File: src/rtl/collide_scan.sv
// Boundary-segment collision scanner: a runtime-writable segment table is walked one entry per
// cycle against a latched kid box. Define COLLIDE_HIT_IDX_EN to add the hit_idx output.
module collide_scan #(
    parameter int COORD_W = 10,
    parameter int SEG_NUM = 40,
    parameter int IDX_W   = 6
) (
    input  logic                   clk,
    input  logic                   rst,
    input  logic                   wr_en,
    input  logic [IDX_W-1:0]       wr_addr,
    input  logic [3+3*COORD_W-1:0] wr_data,
    input  logic                   start,
    input  logic [COORD_W-1:0]     kid_t,
    input  logic [COORD_W-1:0]     kid_b,
    input  logic [COORD_W-1:0]     kid_l,
    input  logic [COORD_W-1:0]     kid_r,
    output logic                   busy,
    output logic                   done,
    output logic [3:0]             is_collide,
    output logic [1:0]             dbg_state
`ifdef COLLIDE_HIT_IDX_EN
    ,
    output logic [4*IDX_W-1:0]     hit_idx
`endif
);

    // start is a request with no ready: it is taken only in IDLE and otherwise dropped.
    // done is a one-cycle strobe; is_collide (and hit_idx) are valid from that cycle until the next one.
    typedef enum logic [1:0] {S_IDLE = 2'd0, S_SCAN = 2'd1, S_DONE = 2'd2} state_t;

    typedef struct packed {
        logic               vld;
        logic [1:0]         dir;
        logic [COORD_W-1:0] lo;
        logic [COORD_W-1:0] hi;
        logic [COORD_W-1:0] pos;
    } seg_t;

    localparam logic [IDX_W:0]   SEG_NUM_L = (IDX_W+1)'(SEG_NUM);
    localparam logic [IDX_W-1:0] LAST_IDX  = IDX_W'(SEG_NUM - 1);

    seg_t               tbl_q [SEG_NUM];
    seg_t               seg;
    state_t             state_q, state_d;
    logic [IDX_W-1:0]   idx_q, idx_d;
    logic [3:0]         acc_q, acc_d;
    logic [3:0]         col_q, col_d;
    logic [3:0]         hit;
    logic [COORD_W-1:0] kt_q, kt_d, kb_q, kb_d, kl_q, kl_d, kr_q, kr_d;
    logic               span_h, span_v;
    logic               wr_ok;

    assign wr_ok = wr_en && ({1'b0, wr_addr} < SEG_NUM_L);

    // Only the valid bits need clearing; stale geometry behind vld=0 is harmless.
    always_ff @(posedge clk) begin
        if (rst) begin
            for (int i = 0; i < SEG_NUM; i++) tbl_q[i].vld <= 1'b0;
        end else if (wr_ok) begin
            tbl_q[wr_addr] <= seg_t'(wr_data);
        end
    end

    always_comb begin
        seg    = tbl_q[idx_q];
        span_h = (kl_q < seg.hi) && (kr_q > seg.lo);
        span_v = (kt_q < seg.hi) && (kb_q > seg.lo);
        hit    = 4'b0000;
        if (seg.vld && (seg.lo < seg.hi)) begin
            case (seg.dir)
                2'd0:    hit[3] = (kt_q == seg.pos) && span_h;
                2'd1:    hit[2] = (kb_q == seg.pos) && span_h;
                2'd2:    hit[1] = (kl_q == seg.pos) && span_v;
                default: hit[0] = (kr_q == seg.pos) && span_v;
            endcase
        end
    end

    always_comb begin
        state_d = state_q;
        idx_d   = idx_q;
        acc_d   = acc_q;
        col_d   = col_q;
        kt_d    = kt_q;
        kb_d    = kb_q;
        kl_d    = kl_q;
        kr_d    = kr_q;
        case (state_q)
            S_IDLE: begin
                if (start) begin
                    state_d = S_SCAN;
                    idx_d   = '0;
                    acc_d   = 4'b0000;
                    kt_d    = kid_t;
                    kb_d    = kid_b;
                    kl_d    = kid_l;
                    kr_d    = kid_r;
                end
            end
            S_SCAN: begin
                acc_d = acc_q | hit;
                if (idx_q == LAST_IDX) begin
                    state_d = S_DONE;
                    col_d   = acc_q | hit;
                end else begin
                    idx_d = idx_q + 1'b1;
                end
            end
            default: state_d = S_IDLE;
        endcase
    end

    always_ff @(posedge clk) begin
        if (rst) begin
            state_q <= S_IDLE;
            idx_q   <= '0;
            acc_q   <= 4'b0000;
            col_q   <= 4'b0000;
            kt_q    <= '0;
            kb_q    <= '0;
            kl_q    <= '0;
            kr_q    <= '0;
        end else begin
            state_q <= state_d;
            idx_q   <= idx_d;
            acc_q   <= acc_d;
            col_q   <= col_d;
            kt_q    <= kt_d;
            kb_q    <= kb_d;
            kl_q    <= kl_d;
            kr_q    <= kr_d;
        end
    end

    assign busy       = (state_q != S_IDLE);
    assign done       = (state_q == S_DONE);
    assign is_collide = col_q;
    assign dbg_state  = state_q;

`ifdef COLLIDE_HIT_IDX_EN
    logic [4*IDX_W-1:0] hacc_q, hacc_d, hidx_q, hidx_d;

    // A field is captured only on the first hit of its direction, giving the lowest index.
    always_comb begin
        hacc_d = hacc_q;
        hidx_d = hidx_q;
        if (state_q == S_IDLE && start) begin
            hacc_d = '1;
        end else if (state_q == S_SCAN) begin
            for (int d = 0; d < 4; d++) begin
                if (hit[d] && !acc_q[d]) hacc_d[d*IDX_W +: IDX_W] = idx_q;
            end
            if (idx_q == LAST_IDX) hidx_d = hacc_d;
        end
    end

    always_ff @(posedge clk) begin
        if (rst) begin
            hacc_q <= '1;
            hidx_q <= '1;
        end else begin
            hacc_q <= hacc_d;
            hidx_q <= hidx_d;
        end
    end

    assign hit_idx = hidx_q;
`endif

endmodule

File: config.mk
export PLATFORM = sky130hd
export DESIGN_NAME = collide_scan
export DESIGN_NICKNAME = d
export VERILOG_FILES = /design/src/rtl/collide_scan.sv
export SDC_FILE = /design/constraint.sdc
export NUM_CORES = 2
export LEC_CHECK = 0
export ABC_AREA = 1
export ABC_CLOCK_PERIOD_IN_PS = 3140
export CAP_MARGIN = 20
export CORE_MARGIN = 2
export CORE_UTILIZATION = 57
export DETAILED_ROUTE_END_ITERATION = 10
export PLACE_DENSITY_LB_ADDON = 0.12
export SYNTH_ARGS = -nofsm -noshare
export SYNTH_HDL_FRONTEND = slang
export SYNTH_SLANG_ARGS = --single-unit
export TNS_END_PERCENT = 30
File: constraint.sdc
create_clock -name clk -period 3.14 [get_ports clk]
set_input_delay 0.471 -clock clk [delete_from_list [all_inputs] [get_ports clk]]
set_output_delay 0.471 -clock clk [all_outputs]
set_load 0.05 [all_outputs]
==> results_tabular.tex <==
\begin{tabular}{lr}
\hline
Metric & Value \\
\hline
\multicolumn{2}{l}{\textbf{Critical path}} \\
Standard cell with the maximum stage delay on the critical path & sky130\_fd\_sc\_hd\_\_dfxtp\_4 \\
Crit start category & flip-flop \\
Cell breakdown of the critical path & buf\_4 -> buf\_12 -> buf\_12 -> o21ai\_0 -> o22ai\_2 -> o21ai\_1 -> o22ai\_1 -> o21ai\_1 -> o21bai\_4 -> o21ai\_4 -> inv\_2 -> buf\_4 -> ha\_1 -> nand2\_1 -> nor2\_2 -> o211ai\_1 -> a32o\_1 -> nor2\_1 -> nand2\_1 -> nor2\_4 -> nand3\_2 -> nand3\_2 -> nand2\_1 -> inv\_1 \\
Max Fanout on Critical Path & 15 \\
Sort of element at the end of the critical path & flip-flop \\
Crit path top cell by count & sky130\_fd\_sc\_hd\_\_nand2\_1 \\
Arrival @ worst endpoint & 4.44 ns \\
Critical path class & reg2reg \\
Worst path max stage delay & $\sim$0.39 ns \\
WP data required & just under 4 ns \\
\multicolumn{2}{l}{\textbf{Routing}} \\
Drt pass-1 iters & 5 \\
Routed WL & approximately 250000 um \\
Number of routed nets with antenna violations & 0 \\
Number of remaining DRC errors & 0 \\
DRT iter0 DRCs & 7634 \\
Drt wl/cell & approximately 24 um \\
Vias & 61098 \\
DR vias/cell & between 5 and 6 \\
\multicolumn{2}{l}{\textbf{Place}} \\
Port buffer count & 90 \\
Inst Count DP & 10004 \\
Post-detail-place hpwl & between 100000 and 150000 um \\
Last weighted congestion value of the routability-driven placer & about 0.93 \\
Post-placement cell area & between 0.09 and 0.1 mm\^{}2 \\
\multicolumn{2}{l}{\textbf{Yosys}} \\
Complex-gate fraction of the synthesized area & under 10\% \\
Number of warnings printed during yosys synthesis & 0 \\
Proportion of synthesized chip area in sequential cells & between 70\% and 80\% \\
Simple-gate portion of the synthesized area & 14.2\% \\
Arithmetic-cell share of the synthesized area counting full adders, half adders and majority gates & less than 1\% \\
Count of distinct cell types in the synthesized netlist & 47 \\
Flip-flop and latch count after synthesis & approximately 2200 \\
Cell count after synthesis & 7136 \\
Portion of netlist area occupied by mux cells & 0\% \\
Combinational family with the most area after synthesis & simple AND/OR/NAND/NOR gates \\
Post-synthesis instance area & slightly below 0.09 mm\^{}2 \\
Mean instance size in the synthesized netlist & $\sim$12 um\^{}2 \\
Area share of xor/xnor cells in the synthesized design & less than 1\% \\
\multicolumn{2}{l}{\textbf{Pwr}} \\
Static Leakage & around 39 nW \\
Power Dens Cells & 594 mW/mm\^{}2 \\
Worst ir drop on vdd & 0.564 mV \\
Total power & between 0.06 and 0.07 W \\
\multicolumn{2}{l}{\textbf{Floorplanning}} \\
Initial core utilization & 57.2\% \\
Row Count & 144 \\
Horizontal extent of the die & 397 um \\
Total die area & around 0.16 mm\^{}2 \\
Core footprint & around 0.15 mm\^{}2 \\
Die Span Y & 397 um \\
Ports & 91 \\
\multicolumn{2}{l}{\textbf{Layout}} \\
Design area & 0.106 mm\^{}2 \\
Proportion of layout cells with a drive suffix above 1 & 12.2\% \\
Layout Area Growth over Synthesis & 20.6\% \\
Layout net count & about 8400 \\
Post-layout instance count excluding filler cells & roughly 10000 \\
\multicolumn{2}{l}{\textbf{Timing}} \\
Setup violation total in the final timing report & 8 \\
Slew at the pin closest to its max-slew limit & approximately 1.1 ns \\
Final total negative setup slack & -3.98 ns \\
Rel. slew slack & between 20\% and 30\% \\
Max-slew violations & 0 \\
Achievable frequency & 273 MHz \\
Crit share post-route & 117\% \\
RSZ-0062 raised after global routing & true \\
Post-route worst hold slack & about 0.34 ns \\
Final Hold Vio Count & 0 \\
Worst path setup slack after routing & -0.520 ns \\
Worst-case clock skew & around 0.033 ns \\
Final critical path time including I/O delays and setup & roughly 3.7 ns \\
\multicolumn{2}{l}{\textbf{Clock tree}} \\
Level count of the clock H-tree & 4 \\
Number of sinks driven by the clock tree & 2174 \\
Clock input transition at the sequential cells of the worst setup and hold paths & $\sim$0.070 ns \\
Skew-Pair Late Insertion Delay & approximately 0.85 ns \\
Inserted Clock Buffers & about 220 \\
CTS tree & yes \\
Clk Tree Root Cell & sky130\_fd\_sc\_hd\_\_clkbuf\_16 \\
Clock Tree Buf Depth & 3 \\
\multicolumn{2}{l}{\textbf{Global route}} \\
Vias in the first global route & roughly 58000 \\
Total global routing overflow & 0 \\
First-pass GRT wire length & between 300000 and 400000 um \\
Total routing usage reported by global routing & 30.7\% \\
Pin count of the biggest net entering global routing & about 120 \\
Antenna violations before repair & 10 \\
\multicolumn{2}{l}{\textbf{Status}} \\
Result of the run & complete, but fails checks \\
Failing checks & negative setup slack \\
\multicolumn{2}{l}{\textbf{Job}} \\
Number of max-capacitance violations reported & 0 \\
\multicolumn{2}{l}{\textbf{Worst hold path}} \\
Hold crit path type & in2reg \\
\hline
\end{tabular}
==> flip-flops by register name (all words and copies together) (netlist names), 4 cells and up, named ones only <==
signal      count
tbl_q        2112
kb_q           10
kl_q           10
kr_q           10
kt_q           10
idx_q           6
acc_q           4
is_collide      4
==> worst max-delay path, delay by kind of cell, from the launching register on <==
kind	cells	cell delay, ns
and+or+nand+nor	8	0.79
DFF	1	0.39
buffers and inverters	6	0.73
adders and majority gates	1	0.26
AOI/OAI and AO/OA	9	1.41
==> cell families after synthesis <==
| group | count (synthesis) |
|---|---|
| AND/OR/NAND/NOR | 2990 |
| flip-flops | 2174 |
| AO/OA/AOI/OAI | 1326 |
| buffers and inverters | 588 |
| adder cells (fa/ha/maj) | 48 |
| XOR/XNOR | 9 |
| other | 1 |
==> report_power, final <==
part           switching, W  leakage [nW]  internal [W]  total (W)
combinational       0.00342          15.1       0.00194    0.00536
sequential         0.000316          20.1        0.0329     0.0332
clock                0.0107          3.25        0.0138     0.0245
total                0.0145          38.5        0.0486     0.0631
==> synthesized netlist by cell type, drive strengths merged <==
library cell / count / area, um^2
or2: 2 / 12.5
nor3b: 1 / 7.51
o31ai: 2 / 15.0
edfxtp: 2112 / 63400
a21oi: 66 / 330
nor4: 1 / 6.26
buf: 291 / 1720
nor3: 49 / 245
xor2: 6 / 52.6
o221ai: 2 / 17.5
xnor2: 3 / 26.3
a32o: 1 / 10.0
nor2: 893 / 3350
nand4: 9 / 56.3
a21boi: 1 / 7.51
o21bai: 11 / 82.6
ha: 48 / 601
o21ai: 851 / 4260
conb: 1 / 3.75
clkbuf: 208 / 781
a221oi: 2 / 17.5
nand3: 918 / 4610
a211oi: 3 / 22.5
o21a: 4 / 30.0
o22ai: 354 / 2210
nand3b: 2 / 15.0
dfxtp: 62 / 1240
o22a: 7 / 61.3
nand2: 1115 / 4200
o32ai: 18 / 158
o32a: 2 / 20.0
inv: 86 / 325
o2111ai: 1 / 8.76
o211ai: 1 / 7.51
clkinv: 3 / 12.5
==> metal layers <==
layer	share of wire [%]	routed length, um	track usage [%]	vias to the layer above
met5	0.011	27	0	-
met1	39	96200	42.2	29800
met3	9.3	22900	4.75	551
met4	4.2	10400	12.4	4
li1	-	-	-	27564
met2	47	117000	49.6	3179
==> final timing paths <==
kind              slack (ns)  cells past startpoint       endpoint        start
setup / recovery       -0.52                     24  is_collide[1]    flip-flop
hold / removal          0.34                      1  tbl_q[52][15]  wr_data[15]
hold reg to reg         0.48                      2      flip-flop     idx_q[2]
setup reg to reg       -0.52                     24  is_collide[1]    flip-flop
==> final cells by class <==
class | instances | area (um^2)
clock buffer | 303 | 5970
multi-input combinational | 5165 | 24400
clock inverter | 86 | 729
sequential | 2174 | 64700
tap | 2044 | 2560
antenna | 3 | 7.51
timing repair inverter | 6 | 72.6
timing repair buffer | 610 | 7260
inverter | 89 | 392
fill | 10941 | 47600
==> through the flow <==
| stage | worst slack (ns) | util, % |
|---|---|---|
| floorplan | -0.135 | - |
| global placement | -0.767 | 63.0 |
| detailed placement | -0.803 | 63.0 |
| CTS | -0.533 | 68.5 |
| global route | -0.750 | 69.0 |
| finish | -0.520 | 69.0 |
==> layout by cell type (no fill, tap or decap), drive strengths merged, types with 2 or more instances in the layout <==
cell           Yosys  final
o21bai            11     11
conb               1    792
dfxtp             62     62
o22a               7      7
bufbuf             0      7
buf              291    532
xor2               6      6
nor2             893    893
o31ai              2      2
ha                48     48
nand3b             2      2
or2                2      2
a21oi             66     66
nand2           1115   1115
nand4              9      9
diode              0      3
a211oi             3      3
o221ai             2      2
o22ai            354    354
edfxtp          2112   2112
a221oi             2      2
dlygate4sd3        0      5
o32a               2      2
o21ai            851    851
clkdlybuf4s50      0     58
o21a               4      4
clkinvlp           0      5
nand3            918    918
clkbuf           208    311
xnor2              3      3
nor3              49     49
inv               86    100
clkinv             3     69
bufinv             0      7
o32ai             18     18
==> repair_timing <==
item	4_1_cts	5_1_grt
pin swaps	65	77
buffers inserted	43	8
endpoints found under the setup margin	8	8
hold buffers	0	5
hold endpoints to repair	0	24
cloned	20	9
gates resized for setup	187	151
(Power assumes the default switching activity.)
